**src/rtl/polirv_pkg.sv**
```systemverilog
// Shared definitions for the polirv RV64I core: opcodes, ALU command codes,
// ALU flag bit positions, branch funct3 codes and instruction-class decode.
package polirv_pkg;

    localparam logic [6:0] OP_R      = 7'b0110011;
    localparam logic [6:0] OP_I_ALU  = 7'b0010011;
    localparam logic [6:0] OP_LOAD   = 7'b0000011;
    localparam logic [6:0] OP_STORE  = 7'b0100011;
    localparam logic [6:0] OP_BRANCH = 7'b1100011;
    localparam logic [6:0] OP_LUI    = 7'b0110111;
    localparam logic [6:0] OP_JAL    = 7'b1101111;

    localparam logic [3:0] ALU_R  = 4'b0000;
    localparam logic [3:0] ALU_I  = 4'b0001;
    localparam logic [3:0] ALU_S  = 4'b0010;
    localparam logic [3:0] ALU_SB = 4'b0011;
    localparam logic [3:0] ALU_U  = 4'b0100;
    localparam logic [3:0] ALU_UJ = 4'b0101;

    localparam int FLAG_ZERO = 0;
    localparam int FLAG_MSB  = 1;
    localparam int FLAG_OVF  = 2;

    localparam logic [2:0] F3_BEQ = 3'b000;
    localparam logic [2:0] F3_BNE = 3'b001;
    localparam logic [2:0] F3_BLT = 3'b100;
    localparam logic [2:0] F3_BGE = 3'b101;

    typedef enum logic [2:0] {
        CLS_R,
        CLS_I_ALU,
        CLS_LOAD,
        CLS_STORE,
        CLS_BRANCH,
        CLS_LUI,
        CLS_JAL,
        CLS_ILLEGAL
    } instr_class_t;

    // Maps a raw opcode onto the instruction class the control unit sequences.
    function automatic instr_class_t decode_class(input logic [6:0] op);
        instr_class_t c;
        case (op)
            OP_R:      c = CLS_R;
            OP_I_ALU:  c = CLS_I_ALU;
            OP_LOAD:   c = CLS_LOAD;
            OP_STORE:  c = CLS_STORE;
            OP_BRANCH: c = CLS_BRANCH;
            OP_LUI:    c = CLS_LUI;
            OP_JAL:    c = CLS_JAL;
            default:   c = CLS_ILLEGAL;
        endcase
        return c;
    endfunction

    // ALU command the datapath needs for each class.
    function automatic logic [3:0] class_alu_cmd(input instr_class_t c);
        logic [3:0] cmd;
        case (c)
            CLS_I_ALU, CLS_LOAD: cmd = ALU_I;
            CLS_STORE:           cmd = ALU_S;
            CLS_BRANCH:          cmd = ALU_SB;
            CLS_LUI:             cmd = ALU_U;
            CLS_JAL:             cmd = ALU_UJ;
            default:             cmd = ALU_R;
        endcase
        return cmd;
    endfunction

    // Second ALU operand: register file (0) or immediate (1).
    function automatic logic class_alu_src(input instr_class_t c);
        return !(c == CLS_R || c == CLS_BRANCH || c == CLS_ILLEGAL);
    endfunction

endpackage

```
**src/rtl/uc_branch_eval.sv**
```systemverilog
// Branch condition evaluation from ALU flags after the compare subtraction.
// Signed less-than is MSB xor overflow; unsupported funct3 never branches.
module uc_branch_eval
    import polirv_pkg::*;
(
    input  logic [2:0] funct3,
    input  logic [3:0] alu_flags,
    output logic       taken
);

    logic lt;
    logic unused_flag;

    assign lt          = alu_flags[FLAG_MSB] ^ alu_flags[FLAG_OVF];
    assign unused_flag = alu_flags[3];

    // Select the branch condition that matches funct3.
    always_comb begin
        taken = 1'b0;
        case (funct3)
            F3_BEQ:  taken = alu_flags[FLAG_ZERO];
            F3_BNE:  taken = !alu_flags[FLAG_ZERO];
            F3_BLT:  taken = lt;
            F3_BGE:  taken = !lt;
            default: taken = 1'b0;
        endcase
    end

endmodule

```
**src/rtl/uc_multiciclo.sv**
```systemverilog
// Multicycle control unit for polirv: sequences fd through
// FETCH/DECODE/EXEC/MEM/WB, waits on data memory with a timeout and
// halts on illegal opcodes or memory timeout.
module uc_multiciclo
    import polirv_pkg::*;
#(
    parameter int TIMEOUT_CYCLES = 16,
    parameter int CNT_BITS       = 5
) (
    input  logic       clk,
    input  logic       rst,
    input  logic [6:0] opcode,
    input  logic [2:0] funct3,
    input  logic [3:0] alu_flags,
    input  logic       d_mem_ready,
    output logic       ir_we,
    output logic       pc_we,
    output logic       d_mem_we,
    output logic       rf_we,
    output logic [3:0] alu_cmd,
    output logic       alu_src,
    output logic       pc_src,
    output logic       rf_src,
    output logic       halted,
    output logic       err
);

    localparam logic [2:0] S_IDLE   = 3'd0;
    localparam logic [2:0] S_FETCH  = 3'd1;
    localparam logic [2:0] S_DECODE = 3'd2;
    localparam logic [2:0] S_EXEC   = 3'd3;
    localparam logic [2:0] S_MEM    = 3'd4;
    localparam logic [2:0] S_WB     = 3'd5;
    localparam logic [2:0] S_HALT   = 3'd6;

    localparam logic [CNT_BITS-1:0] CNT_LAST = CNT_BITS'(TIMEOUT_CYCLES - 1);

    logic [2:0]          state;
    logic [2:0]          next_state;
    instr_class_t        cls;
    instr_class_t        dec_cls;
    logic [CNT_BITS-1:0] wait_cnt;
    logic                err_q;
    logic                taken;
    logic                timeout;

    assign dec_cls = decode_class(opcode);
    assign timeout = (state == S_MEM) && !d_mem_ready && (wait_cnt == CNT_LAST);

    uc_branch_eval u_branch_eval (
        .funct3    (funct3),
        .alu_flags (alu_flags),
        .taken     (taken)
    );

    // Next-state selection for the instruction sequence.
    always_comb begin
        next_state = state;
        case (state)
            S_IDLE:   next_state = S_FETCH;
            S_FETCH:  next_state = S_DECODE;
            S_DECODE: next_state = (dec_cls == CLS_ILLEGAL) ? S_HALT : S_EXEC;
            S_EXEC: begin
                case (cls)
                    CLS_LOAD, CLS_STORE: next_state = S_MEM;
                    CLS_BRANCH:          next_state = S_FETCH;
                    default:             next_state = S_WB;
                endcase
            end
            S_MEM: begin
                if (d_mem_ready)
                    next_state = (cls == CLS_STORE) ? S_FETCH : S_WB;
                else if (timeout)
                    next_state = S_HALT;
            end
            S_WB:     next_state = S_FETCH;
            default:  next_state = S_HALT;
        endcase
    end

    // State register plus the instruction class captured while the opcode is decoded.
    always_ff @(posedge clk or posedge rst) begin
        if (rst) begin
            state <= S_IDLE;
            cls   <= CLS_R;
        end else begin
            state <= next_state;
            if (state == S_DECODE)
                cls <= dec_cls;
        end
    end

    // Memory wait counter: cleared on entry to MEM, counts cycles without ready.
    always_ff @(posedge clk or posedge rst) begin
        if (rst)
            wait_cnt <= '0;
        else if (state == S_EXEC)
            wait_cnt <= '0;
        else if (state == S_MEM && !d_mem_ready && wait_cnt != CNT_LAST)
            wait_cnt <= wait_cnt + CNT_BITS'(1);
    end

    // Sticky timeout error, only cleared by reset.
    always_ff @(posedge clk or posedge rst) begin
        if (rst)
            err_q <= 1'b0;
        else if (timeout)
            err_q <= 1'b1;
    end

    // Datapath controls decoded from the current state and instruction class.
    always_comb begin
        ir_we    = 1'b0;
        pc_we    = 1'b0;
        d_mem_we = 1'b0;
        rf_we    = 1'b0;
        alu_cmd  = ALU_R;
        alu_src  = 1'b0;
        pc_src   = 1'b0;
        rf_src   = 1'b0;
        halted   = 1'b0;
        case (state)
            S_FETCH: ir_we = 1'b1;
            S_EXEC: begin
                alu_cmd = class_alu_cmd(cls);
                alu_src = class_alu_src(cls);
                if (cls == CLS_BRANCH) begin
                    pc_we  = 1'b1;
                    pc_src = taken;
                end
            end
            S_MEM: begin
                alu_cmd  = class_alu_cmd(cls);
                alu_src  = class_alu_src(cls);
                d_mem_we = (cls == CLS_STORE);
                pc_we    = (cls == CLS_STORE) && d_mem_ready;
            end
            S_WB: begin
                alu_cmd = class_alu_cmd(cls);
                alu_src = class_alu_src(cls);
                rf_we   = 1'b1;
                pc_we   = 1'b1;
                rf_src  = (cls == CLS_LOAD);
                pc_src  = (cls == CLS_JAL);
            end
            S_HALT:  halted = 1'b1;
            default: ;
        endcase
    end

    assign err = err_q;

endmodule

```
**config.mk**
```make
export PLATFORM = sky130hd
export DESIGN_NAME = uc_multiciclo
export DESIGN_NICKNAME = d
export VERILOG_FILES = /design/src/rtl/polirv_pkg.sv /design/src/rtl/uc_branch_eval.sv /design/src/rtl/uc_multiciclo.sv
export SDC_FILE = /design/constraint.sdc
export NUM_CORES = 1
export LEC_CHECK = 0
export ABC_AREA = 1
export CORE_ASPECT_RATIO = 0.9
export CORE_UTILIZATION = 45
export DETAILED_ROUTE_END_ITERATION = 7
export PLACE_DENSITY = 0.77
export REMOVE_ABC_BUFFERS = 1
export SKIP_LAST_GASP = 1
export SLEW_MARGIN = 20
export SYNTH_ARGS = -nofsm -noshare
export SYNTH_HDL_FRONTEND = slang
export SYNTH_SLANG_ARGS = --single-unit
```
**constraint.sdc**
```tcl
create_clock -name clk -period 2.18 [get_ports clk]
set_input_delay 0.436 -clock clk [delete_from_list [all_inputs] [get_ports clk]]
set_output_delay 0.436 -clock clk [all_outputs]
set_load 0.01 [all_outputs]
```
# Yosys cells after proc, flatten, opt, wreduce, memory -nomap -nowiden
# Index checks and enable logic that the tools add are counted.
# Widths: inputs -> output; s select.
[word_totals]
reg_bits = 12
[classes]
n_eq_ne = 27
addsub = 1
muxes = 22
n_reduce_logical = 18
n_bitwise = 1
[ops]
columns = ["cell", "count"]
rows = [
  ["$eq 3x3->1 const B", 10],
  ["$pmux 3 s5", 2],
  ["$eq 7x6->1 const B", 3],
  ["$pmux 3 s7", 1],
  ["$mux 3", 5],
  ["$eq 7x7->1 const B", 2],
  ["$eq 3x2->1 const B", 4],
  ["$mux 5", 2],
  ["$eq 3x1->1 const B", 3],
  ["$logic_not 3->1", 3],
  ["$mux 1", 8],
  ["$eq 7x2->1 const B", 1],
  ["$eq 7x5->1 const B", 1],
  ["$pmux 3 s2", 1],
  ["$reduce_or 2->1", 3],
  ["$add 5x1->5 const B", 1],
  ["$eq 5x4->1 const B", 1],
  ["$ne 5x4->1 const B", 1],
  ["$logic_and 1x1->1", 4],
  ["$logic_not 1->1", 4],
  ["$pmux 1 s4", 1],
  ["$ne 3x3->1 const B", 1],
  ["$pmux 1 s3", 1],
  ["$reduce_or 3->1", 1],
  ["4 further kinds", 5],
]

# Longest topological paths before layout
[logic_depth]
ltp_word = 6
ltp_mapped = 9
depth_no_buf = 9

# Hierarchy
# A second synthesis with hierarchy kept.
[unflattened]
cells_unflattened = 165
area_unflattened_um2 = 998.5
[by_module_without_submodules]
columns = ["mod", "cells_per_inst", "area_per_inst_um2", "instances", "seq_area_each_um2"]
rows = [
  ["uc_multiciclo", 143, 913.4, 1, 300.3],
  ["uc_branch_eval", 22, 85.1, 1, 0.0],
]

# Worst setup path after synthesis
# Ideal clock, no wire load.
[synth_timing]
kind = "input port to output port"
start = "input port funct3[1]"
end = "output port pc_src"
path_stages = 6
arrival_time_ns = 1.049
setup_slack_ns = 0.695
required_time_ns = 1.744
cell_sequence = "or2_2 > nor2_1 > o21ai_0 > nand2_1 > nand2_1 > nand2_1"
[synth_between]
elab_chain_len = 4
[synth_rtl]
columns = ["item", "line", "source"]
rows = [
  ["start: declaration", "uc_multiciclo.sv:13", "input logic [2:0] funct3,"],
  ["$eq 3x3->1 (tied with other cells)", "uc_branch_eval.sv:20", "case (funct3)"],
  ["$pmux 1 s4 (*)", "uc_branch_eval.sv:20", ""],
  ["$mux 1 (*)", "uc_multiciclo.sv:127", "if (cls == CLS_BRANCH) begin"],
  ["$pmux 1 s2 (*)", "uc_multiciclo.sv:122", "case (state)"],
  ["end: declaration", "uc_multiciclo.sv:22", "output logic pc_src,"],
]
# Every way passes the cells marked *; elsewhere a longest branch is shown, timed or not.

# Worst setup path in the final report
[layout_timing]
start = "register state[1]"
end = "output port rf_src"
[layout_between]
elab_chain_len = 2
[layout_rtl]
columns = ["item", "line", "source"]
rows = [
  ["start: declaration", "uc_multiciclo.sv:38", "logic [2:0] state;"],
  ["start signal: assignment", "uc_multiciclo.sv:87", "state <= next_state;"],
  ["$eq 3x3->1", "uc_multiciclo.sv:122", ""],
  ["$mux 1", "uc_multiciclo.sv:122", ""],
  ["end: declaration", "uc_multiciclo.sv:23", "output logic rf_src,"],
]
# Every way passes these cells.

==> summary.log <==
INFO  routing        via_count=1063
INFO  yosys          synth_largest_area_cell=sky130_fd_sc_hd__dfrtp_1
INFO  worst_setup_path r2r_slack=710ps
INFO  routing        dr.first_iter.drc_count=18
INFO  yosys          distinct_cell_type_count_after_synthesis=30
INFO  run_status     outcome=finished, final reports clean
INFO  grt            gr-total-overflow=0
INFO  yosys          netlist_area=975um^2
INFO  sta            fin_setup_tns=0ps
INFO  clocking       cts.sink_count=12
INFO  yosys          synth-warning-count=0
INFO  yosys          synth.ff_latch_count=12
INFO  grt            grt_antenna_before_repair=0
INFO  clocking       cts.clk_slew.worst_paths=70ps
INFO  grt            first_global_vias=958
INFO  yosys          synth.top_cells.by_area=sky130_fd_sc_hd__dfrtp_1 31%, sky130_fd_sc_hd__nand2_1 14%, sky130_fd_sc_hd__inv_1 9.6%
INFO  worst_setup_path cp.required=1740ps
INFO  worst_hold_path timing.hold.worst.class=primary input to asynchronous set/reset pin
INFO  finish         final_cell_mix=36 x sky130_fd_sc_hd__nand2_1, 24 x sky130_fd_sc_hd__inv_1, 21 x sky130_fd_sc_hd__clkdlybuf4s50_1
INFO  placement      place.gp.congestion=0.835
INFO  floorplanning  die_width=51.1um
INFO  worst_setup_path timing.critical_path.max_delay_family=buffers and inverters
INFO  worst_setup_path path_max_fanout=5
INFO  finish         num_antenna_cells=0
INFO  yosys          syn_avg_cell_area=6.50um^2
INFO  grt            grt_pass1_wl=3790um
INFO  floorplanning  io_pins=30
INFO  worst_setup_path worst-endpoint-arrival=1680ps
INFO  worst_setup_path path_cells=inv_1 -> nand3_2 -> nor4_2 -> clkdlybuf4s50_1
INFO  power          power.density_cell_area=317nW/um^2
INFO  yosys          synth-seq-area-share=30.8%
INFO  grt            grtUsageTotal=22.0%
INFO  worst_setup_path criticalPathCategory=flop to output port
INFO  routing        drc=0
INFO  floorplanning  core.rowCount=15
INFO  routing        detail_route.wl_per_cell=10.8um
INFO  clocking       tritoncts_clock_tree=built
INFO  finish         drive_gt1_share=14.5%
INFO  sta            achievable-frequency=472MHz
INFO  worst_setup_path critPathSlowestCell=sky130_fd_sc_hd__clkdlybuf4s50_1
INFO  routing        routed_via_density=5.04
INFO  routing        detail_route.first_pass.iterations=4
INFO  sta            final_critical_path_setup_slack=61.6ps
INFO  worst_setup_path worstPathBufferInverterCount=2
INFO  finish         post_layout_nets=207
INFO  clocking       ctsRootBufferMaster=sky130_fd_sc_hd__clkbuf_4
INFO  floorplanning  die_h=46.2um
INFO  sta            timing.final.hold_violations=0
INFO  run            maxCapViolCount=0
INFO  sta            period_share=97.2%
INFO  floorplanning  core_area=1970um^2
INFO  placement      sum_of_net_half_perimeters_after_detailed_placement=1810um
INFO  sta            setup_viol=0
INFO  worst_setup_path sort_of_element_at_the_start_of_the_critical_path=flop
INFO  sta            finClkSkew=3.17ps
INFO  placement      dp_worst_setup_slack=-301ps
INFO  routing        postRouteAntennaNets=0
INFO  yosys          synth_top_area_share=30.8%
INFO  floorplanning  start_util=49.5%
INFO  clocking       cts-buffers-inserted=3
INFO  clocking       cts-root-to-sink-buffers=2
INFO  worst_setup_path cp_slowest_stage_delay=570ps
INFO  sta            period_minus_slack=2120ps
INFO  finish         layout_commonest_cell=sky130_fd_sc_hd__nand2_1
INFO  clocking       cts_hold_repair.buffers=0
INFO  sta            timing.final.max_slew_violations=0
INFO  worst_setup_path crit_path_end_kind=output port
INFO  clocking       cts_max_level=1
INFO  placement      portBuffers=27
INFO  grt            grt_max_degree=13
INFO  clocking       insertion_delay=270ps
INFO  power          leakagePower=0.747nW
INFO  yosys          post_synth_inst_count=150
INFO  finish         syn_to_final_growth=38.1%
INFO  floorplanning  die_area=2360um^2
INFO  power          peak_supply_drop=0.314mV
INFO  routing        drt_wl_total=2280um
-- synth_stat cells --
cell,number
sky130_fd_sc_hd__a21o_1,1
sky130_fd_sc_hd__a21oi_1,2
sky130_fd_sc_hd__a21oi_2,1
sky130_fd_sc_hd__buf_4,1
sky130_fd_sc_hd__clkinv_4,1
sky130_fd_sc_hd__conb_1,1
sky130_fd_sc_hd__dfrtp_1,12
sky130_fd_sc_hd__ha_1,2
sky130_fd_sc_hd__inv_1,25
sky130_fd_sc_hd__inv_2,1
sky130_fd_sc_hd__nand2_1,36
sky130_fd_sc_hd__nand2_2,2
sky130_fd_sc_hd__nand2_4,1
sky130_fd_sc_hd__nand3_1,15
sky130_fd_sc_hd__nand3_2,1
sky130_fd_sc_hd__nand3b_1,2
sky130_fd_sc_hd__nand4_1,3
sky130_fd_sc_hd__nor2_1,17
sky130_fd_sc_hd__nor2_2,3
sky130_fd_sc_hd__nor2_4,1
sky130_fd_sc_hd__nor3_1,2
sky130_fd_sc_hd__nor4_1,1
sky130_fd_sc_hd__o211a_1,2
sky130_fd_sc_hd__o21ai_0,9
sky130_fd_sc_hd__o21ai_1,3
sky130_fd_sc_hd__o21bai_1,1
sky130_fd_sc_hd__o22ai_1,1
sky130_fd_sc_hd__or2_2,1
sky130_fd_sc_hd__xnor2_1,1
sky130_fd_sc_hd__xor2_1,1
-- layout make-up --
cell class                      instances  area (um^2)
Tap cell                               25         31.3
Fill cell                             175          624
Sequential cell                        12          300
Clock buffer                            3         22.5
Timing Repair Buffer                   34          312
Multi-Input combinational cell        110          574
Inverter                               27          106
-- registers in the layout, indices dropped and copies added (netlist names) --
name      count
err           1
cls           3
wait_cnt      5
state         3
-- what timing repair did --
action,CTS,global route
setup buffers,3,0
pin swaps,1,0
endpoints found under the setup margin,7,3
gates resized for setup,6,6
-- stage by stage --
stage | area, um^2 | utilization [%] | std cells | power (mW) | hold WS [ps]
floorplan | 967 | - | 149 | 0.252 | 301
global placement | 1300 | 65.9 | 205 | 0.291 | 457
detailed placement | 1300 | 65.9 | 205 | 0.294 | 465
CTS | 1340 | 67.8 | 211 | 0.429 | 482
global route | 1350 | 68.3 | 211 | 0.446 | 492
finish | 1350 | 68.3 | 211 | 0.426 | 462
-- cells by family after synthesis --
kind of cell             after synthesis  share of synthesized area, %
AND/OR/NAND/NOR                       85                          40.4
other                                  1                         0.385
XOR/XNOR                               2                          1.80
flip-flops                            12                          30.8
AO/OA/AOI/OAI                         20                          12.3
buffers and inverters                 28                          11.7
adder cells (fa/ha/maj)                2                          2.57
-- path summary, 6_finish.rpt --
| check | from | to | cells past startpoint |
|---|---|---|---|
| worst max register to register | wait_cnt[0] | wait_cnt[2] | 9 |
| worst max-delay path | state[1] | rf_src | 4 |
| min in group clk | err | err | 1 |
| worst min-delay path | rst | wait_cnt[1] | 2 |
| max in group asynchronous | rst | state[0] | 2 |
| worst min register to register | err | err | 1 |
-- power breakdown --
part / leakage (nW) / internal [mW] / total [mW] / switching [mW]
logic: 0.592 / 0.0369 / 0.0686 / 0.0317
registers: 0.142 / 0.222 / 0.222 / 0
clock network: 0.0138 / 0.0640 / 0.135 / 0.0712
total: 0.747 / 0.323 / 0.426 / 0.103
-- routing by layer --
| layer | up-vias | GRT usage, % | wire [um] | share of wire, % |
|---|---|---|---|---|
| met2 | 24 | 42.6 | 1120 | 49 |
| met3 | 5 | 3.30 | 93 | 4.1 |
| li1 | 560 | - | - | - |
| met1 | 474 | 24.4 | 1030 | 45 |
| met5 | - | 0 | 0 | 0 |
| met4 | 0 | 8.33 | 33 | 1.4 |
No activity file was read; power rests on OpenSTA's default activity.
